## config.mk

```make
export PLATFORM = sky130hd
export DESIGN_NAME = instr_fetch
export DESIGN_NICKNAME = d
export VERILOG_FILES = /design/src/rtl/instr_fetch.sv
export SDC_FILE = /design/constraint.sdc
export NUM_CORES = 1
export LEC_CHECK = 0
export CORE_MARGIN = 3
export CORE_UTILIZATION = 35
export DETAILED_ROUTE_END_ITERATION = 7
export PLACE_DENSITY = 0.73
export SYNTH_ARGS = -nofsm -noshare
export SYNTH_HDL_FRONTEND = slang
export SYNTH_SLANG_ARGS = --single-unit
export TNS_END_PERCENT = 5
```

## constraint.sdc

```tcl
create_clock -name clk -period 4.6 [get_ports clk]
set_input_delay 0.92 -clock clk [delete_from_list [all_inputs] [get_ports clk]]
set_output_delay 0.92 -clock clk [all_outputs]
set_load 0.02 [all_outputs]
```

## src/rtl/instr_fetch.sv

```systemverilog
// rtl/instr_fetch.sv - single-entry instruction buffer with req/ack refill and sticky fault reporting
module instr_fetch #(
   parameter int          TIMEOUT   = 255,
   parameter int          CNT_W     = 8,
   parameter logic [31:0] NOP_INSTR = 32'h00000013
) (
   input  logic        clk,
   input  logic        reset,
   input  logic [31:0] instr_addr,
   input  logic        flush,
   output logic [31:0] instr,
   output logic        instr_valid,
   output logic        stall,
   output logic [1:0]  fault_code,
   output logic        mem_req,
   output logic [31:0] mem_addr,
   input  logic        mem_ack,
   input  logic [31:0] mem_rdata,
   input  logic        mem_err
);

   localparam logic [1:0] IDLE  = 2'd0;
   localparam logic [1:0] FETCH = 2'd1;
   localparam logic [1:0] FAULT = 2'd2;

   localparam logic [1:0] FC_NONE     = 2'd0;
   localparam logic [1:0] FC_MISALIGN = 2'd1;
   localparam logic [1:0] FC_BUS      = 2'd2;
   localparam logic [1:0] FC_TIMEOUT  = 2'd3;

   localparam logic [CNT_W-1:0] CNT_LAST = CNT_W'(TIMEOUT - 1);
   localparam logic [CNT_W-1:0] CNT_MAX  = '1;

   logic [1:0]       state;
   logic             buf_valid;
   logic [31:0]      buf_addr;
   logic [31:0]      buf_data;
   logic [CNT_W-1:0] cnt;
   logic             discard;
   logic             hit;
   logic             ack_seen;

   assign hit      = buf_valid && (buf_addr == instr_addr);
   assign ack_seen = mem_ack && mem_req;

   // Only IDLE may present a word; FETCH and FAULT always hold the PC.
   always_comb begin
      instr       = NOP_INSTR;
      instr_valid = 1'b0;
      stall       = 1'b1;
      if (state == IDLE && hit) begin
         instr       = buf_data;
         instr_valid = 1'b1;
         stall       = 1'b0;
      end
   end

   always_ff @(posedge clk or negedge reset) begin
      if (!reset) begin
         state      <= IDLE;
         buf_valid  <= 1'b0;
         buf_addr   <= '0;
         buf_data   <= '0;
         cnt        <= '0;
         discard    <= 1'b0;
         mem_req    <= 1'b0;
         mem_addr   <= '0;
         fault_code <= FC_NONE;
      end else begin
         case (state)
            IDLE: begin
               if (flush) begin
                  buf_valid <= 1'b0;
               end else if (!hit) begin
                  if (instr_addr[1:0] != 2'b00) begin
                     state      <= FAULT;
                     fault_code <= FC_MISALIGN;
                  end else begin
                     state    <= FETCH;
                     mem_req  <= 1'b1;
                     mem_addr <= instr_addr;
                     cnt      <= '0;
                     discard  <= 1'b0;
                  end
               end
            end
            FETCH: begin
               if (ack_seen) begin
                  mem_req <= 1'b0;
                  if (mem_err) begin
                     state      <= FAULT;
                     fault_code <= FC_BUS;
                  end else begin
                     state <= IDLE;
                     // A flush seen at any point of the transaction drops the returned word.
                     if (discard || flush) begin
                        buf_valid <= 1'b0;
                     end else begin
                        buf_valid <= 1'b1;
                        buf_addr  <= mem_addr;
                        buf_data  <= mem_rdata;
                     end
                  end
               end else if (cnt == CNT_LAST) begin
                  mem_req    <= 1'b0;
                  state      <= FAULT;
                  fault_code <= FC_TIMEOUT;
               end else begin
                  if (cnt != CNT_MAX) begin
                     cnt <= cnt + 1'b1;
                  end
                  if (flush) begin
                     discard <= 1'b1;
                  end
               end
            end
            FAULT: begin
               if (flush) begin
                  state      <= IDLE;
                  fault_code <= FC_NONE;
                  buf_valid  <= 1'b0;
               end
            end
            default: begin
               state   <= IDLE;
               mem_req <= 1'b0;
            end
         endcase
      end
   end

endmodule

```

== After elaboration in Yosys (flattened, before gate mapping) ==
Index checks and enable logic that the tools add are counted.
Widths: inputs -> output; s select.
Word-level totals
  memories: 0
  memory bits (writable): 0
  memory bits (read-only): 0
  input port bits: 69
  latch bits: 0
  register bits after elaboration: 111
  logic and storage cells: 96
Operators by class
  reduce and logical (&&, ||, !) cells: 18
  shift-type cells: 0
  $add $sub $neg: 1
  bitwise operators: 6
  equality and inequality tests: 19
  magnitude comparators: 0
  div/mod/pow operators: 0
  multiplexer cells: 43
  multiply operators: 0
Operator list (number)
  $mux 8: 6
  $eq 32x32->1: 1
  $mux 32: 1
  $mux 2: 13
  $reduce_and 7->1: 3
  $ne 2x2->1 const B: 10
  $mux 1: 17
  $pmux 8 s2: 1
  $reduce_and 4->1: 4
  $pmux 2 s3: 2
  $add 8x1->8 const B: 1
  $eq 8x8->1 const B: 1
  $ne 8x8->1 const B: 1
  $ne 3x3->1 const B: 2
  $not 1->1: 6
  $reduce_bool 2->1: 3
  $reduce_and 5->1: 1
  $ne 2x1->1 const B: 2
  $pmux 1 s2: 2
  $logic_and 1x1->1: 3
  $pmux 1 s3: 1
  $reduce_bool 3->1: 1
  $eq 2x1->1 const B: 1
  $eq 2x2->1 const B: 1
  other kinds (3): 3

== Logic depth before layout (Yosys ltp) ==
  word-level depth: 5
  mapped depth: 8

== Least setup slack after synthesis ==
No wires, ideal clock.
  path kind: input -> output
  from: input port instr_addr[6]
  to: output port instr[23]
  cell stages on the path: 6
  data required time: 3.680 ns
  path buffers: 1
  slack: 1.036 ns
  arrival: 2.644 ns
  path through: xnor2_1 nand2_1 or4_1 nor4_4 buf_2 and2_1
Between the ends
  cells in the longest elaborated chain, start to end: 4
RTL lines
  start: declaration: line 9  | input logic [31:0] instr_addr,
  $eq 32x32->1: line 43  | assign hit = buf_valid && (buf_addr == instr_addr);
  $logic_and 1x1->1: line 43
  $logic_and 1x1->1: line 51  | if (state == IDLE && hit) begin
  $mux 32: line 51
  end: declaration: line 11  | output logic [31:0] instr,
Every way passes these cells.

== Worst setup path in the final report ==
  from: input port instr_addr[20]
  to: output port instr[1]
The elaborated chain is that of the path after synthesis.

==> results.txt <==
----------------------------------------------------
[STA]
  Final count of pins violating max slew ... 0
  Unrepaired setup endpoints after global routing ... false
  Endpoints failing setup ... 0
  Worst max-slew margin expressed relative to the limit ... 35.3%
  Maximum operating frequency ... 231 MHz
  Smallest hold slack ... 0.498 ns
  Skew final ... 0.00931 ns
  Final period utilization ... 94.2%
  Time the worst path needs with I/O delays and setup ... 4.33 ns
  Final Hold Violating Endpoints ... 0
  Worst-margin pin slew ... 0.970 ns
  Total negative slack for setup checks ... 0 ns

[Global route]
  Pin count of the biggest net entering global routing ... 65
  First-pass GRT wire length ... 20,100 um
  Gr usage total ... 15.4%
  Vias in the first global route ... 3,915
  Initial antenna violation count ... 0
  Total grt overflow ... 0

[Cells and area]
  Area growth, synth to finish ... 37.2%
  Fraction of final layout cells sized beyond drive strength 1 ... 22.5%
  Layout Nets ... 610
  Filler cells ... 1,228
  Final design utilization ... 50.0%
  Antenna diode count ... 0

[Drt]
  Length of routed wiring on met1 ... 4960 um
  DRC errors left ... 0
  Number of nets still failing antenna checks after routing ... 0
  Initial DRC Count ... 131
  Met2 wirelength from detailed routing ... 5960 um
  Routed length per instance ... 16.4 um
  Via count ... 3,578
  Detail Route met3 WL ... 648 um
  Drt via density ... 4.95
  TritonRoute pass-1 iters ... 4
  Total length of routed wires ... 11,900 um
  Highest Signal Layer ... met4

[Clocking]
  Clock tree from TritonCTS ... yes
  Clock transition at the registers of the reported paths ... 0.07 ns
  Root buffer selected by CTS ... sky130_fd_sc_hd__clkbuf_16
  Count of clock tree sinks ... 111
  Inserted Clock Buffers ... 9
  Latest clock arrival within the worst-skew pair ... 0.35 ns
  Post-CTS setup buffer count ... 0
  H-tree depth ... 3
  Clock buffer depth ... 2
  Quantity of gates resized following cts ... 0
  Hold buffer count at CTS ... 0

[Worst setup path]
  Minimum setup slack among reg-to-reg paths ... 1.73 ns
  Critical Path Sink Type ... output port
  Category of the most critical setup path ... in2out
  Endpoint required time on the critical path ... 3.68 ns
  Worst-path maximum fanout ... 36
  Worst setup SP type ... input port
  CP Data Arrival Time ... 3.41 ns

[Logic synthesis]
  Share of the synthesized area in compound gates (AO/OA/AOI/OAI) ... 5.17%
  Cell count after synthesis ... 404
  Dominant cells by area after synthesis ... sky130_fd_sc_hd__dfrtp_1 (54%), sky130_fd_sc_hd__mux2_2 (20%), sky130_fd_sc_hd__and2_1 (3.9%), sky130_fd_sc_hd__xor2_1 (3.6%), sky130_fd_sc_hd__a41oi_2 (1.9%)
  Simple-gate share of the synthesized area ... 12.6%
  Share of synthesized flip-flops with an asynchronous set or reset ... 100%
  Most instantiated cells after synthesis ... sky130_fd_sc_hd__dfrtp_1 (111), sky130_fd_sc_hd__mux2_2 (92), sky130_fd_sc_hd__and2_1 (32)
  XOR/XNOR share of the synthesized area ... 4.59%
  #FFs+latches synth ... 111
  Cell with the most instances after synthesis ... sky130_fd_sc_hd__dfrtp_1
  Largest area contributor in the synthesized netlist ... sky130_fd_sc_hd__dfrtp_1
  Synth Area in Adders ... 0.485%
  Average size of a mapped cell ... 12.8 um^2
  Fraction of synthesized cell area taken by the top area cell type ... 53.9%
  Net Count, Synth ... 475
  Multiplexer fraction of the synthesized cell area ... 20.7%
  Fraction of the yosys area taken by sequential cells ... 53.9%
  Dominant combinational cell family by area after synthesis ... multiplexers
  Total number of yosys warnings ... 0
  Count of cell types in the netlist ... 44
  Top flip-flop cell by instance count after synthesis ... sky130_fd_sc_hd__dfrtp_1
  Cell area after synthesis ... 5160 um^2
  Number of flops mapped to enable cells by yosys ... 0

[Die]
  Core Box Area ... 14,100 um^2
  Die Height ... 127 um
  Width of the chip ... 127 um
  Number of rows in the core area ... 43
  Initial core utilization ... 36.4%
  Die Outline Area ... 16,200 um^2
  Top-Level Pins ... 138

[Run status]
  Outcome ... finished clean

[Place]
  Global placer's final weighted congestion ... 0.774
  Post-DP HPWL ... 8570 um
  Input/output buffers ... 137

[Pwr]
  Maximum vdd drop ... 237 uV
  Leakage component of the power ... 3.66 nW
  PD cells ... 398 nW/um^2

[Job]
  Maximum capacitance violations ... 0

[Min path]
  Type of the tightest min-delay check ... reg2reg

----------------------------------------------------
==> sequential cells by signal (all words and copies together) (netlist names) <==
signal	flops
mem_addr	32
state	2
mem_req	1
buf_addr	32
discard	1
fault_code	2
cnt	8
buf_data	32
buf_valid	1
==> where the power goes <==
| part | internal (mW) | switching [mW] |
|---|---|---|
| clock | 0.420 | 0.335 |
| combinational | 0.416 | 0.340 |
| sequential | 1.16 | 0.140 |
| total | 2.00 | 0.814 |
==> metrics by stage <==
stage | worst slack, ns | instance area, um^2 | power [mW] | cells
floorplan | 1.04 | 5160 | 1.69 | 404
global placement | 0.125 | 6720 | 2.06 | 708
detailed placement | 0.123 | 6720 | 2.09 | 708
CTS | 0.114 | 7000 | 2.86 | 723
global route | 0.0602 | 7070 | 2.98 | 723
finish | 0.266 | 7070 | 2.81 | 723
==> worst max-delay path, stage by stage <==
cell	delay, ns
sky130_fd_sc_hd__clkdlybuf4s50_1	0.51
sky130_fd_sc_hd__xnor2_1	0.14
sky130_fd_sc_hd__nand2_1	0.09
sky130_fd_sc_hd__or4_1	0.56
sky130_fd_sc_hd__nor4_4	0.34
sky130_fd_sc_hd__buf_12	0.22
sky130_fd_sc_hd__nand2b_1	0.07
sky130_fd_sc_hd__clkdlybuf4s50_1	0.56
==> layout make-up <==
cell class	count	area (um^2)	area share [%]
flip-flops and latches	111	2780	39.3
multi-input cells	267	2260	31.9
repair buffers	141	1500	21.2
clock buffers	12	236	3.34
well taps	180	225	3.18
clock inverters	3	45.0	0.637
inverters	9	33.8	0.478
==> worst paths after layout <==
kind / start / endpoint / cells past startpoint
setup / recovery: instr_addr[20] / instr[1] / 8
hold / removal: buf_data[29] / buf_data[29] / 1
setup reg to reg: state[0] / buf_addr[5] / 3
hold reg to reg: buf_data[29] / buf_data[29] / 1
max in group asynchronous: reset / buf_data[13] / 2
min in group asynchronous: reset / fault_code[0] / 1
==> cells by family (layout without fill, tap and decap cells) <==
group / Yosys count / in the layout
AND/OR/NAND/NOR: 114 / 114
flip-flops: 111 / 111
multiplexers: 95 / 95
AO/OA/AOI/OAI: 29 / 29
XOR/XNOR: 27 / 27
buffers and inverters: 26 / 165
adder cells (fa/ha/maj): 2 / 2
==> placed cells by master, fill, tap and decap left out, types with 7 or more instances in the layout <==
master and n:
sky130_fd_sc_hd__nand2_1 17, sky130_fd_sc_hd__nand2b_1 11, sky130_fd_sc_hd__dlymetal6s2s_1 29, sky130_fd_sc_hd__nor3_1 7
sky130_fd_sc_hd__mux2_2 92, sky130_fd_sc_hd__dfrtp_1 111, sky130_fd_sc_hd__inv_1 9, sky130_fd_sc_hd__and2_1 32
sky130_fd_sc_hd__nor2_1 13, sky130_fd_sc_hd__clkdlybuf4s50_1 107, sky130_fd_sc_hd__clkbuf_16 9, sky130_fd_sc_hd__xor2_1 21
==> metal layers <==
metal	up-vias	GRT usage, %
met2	81	25.6
met3	21	4.14
li1	1692	-
met4	0	6.12
met5	-	0
met1	1784	19.2
No activity file was read; power rests on OpenSTA's default activity.
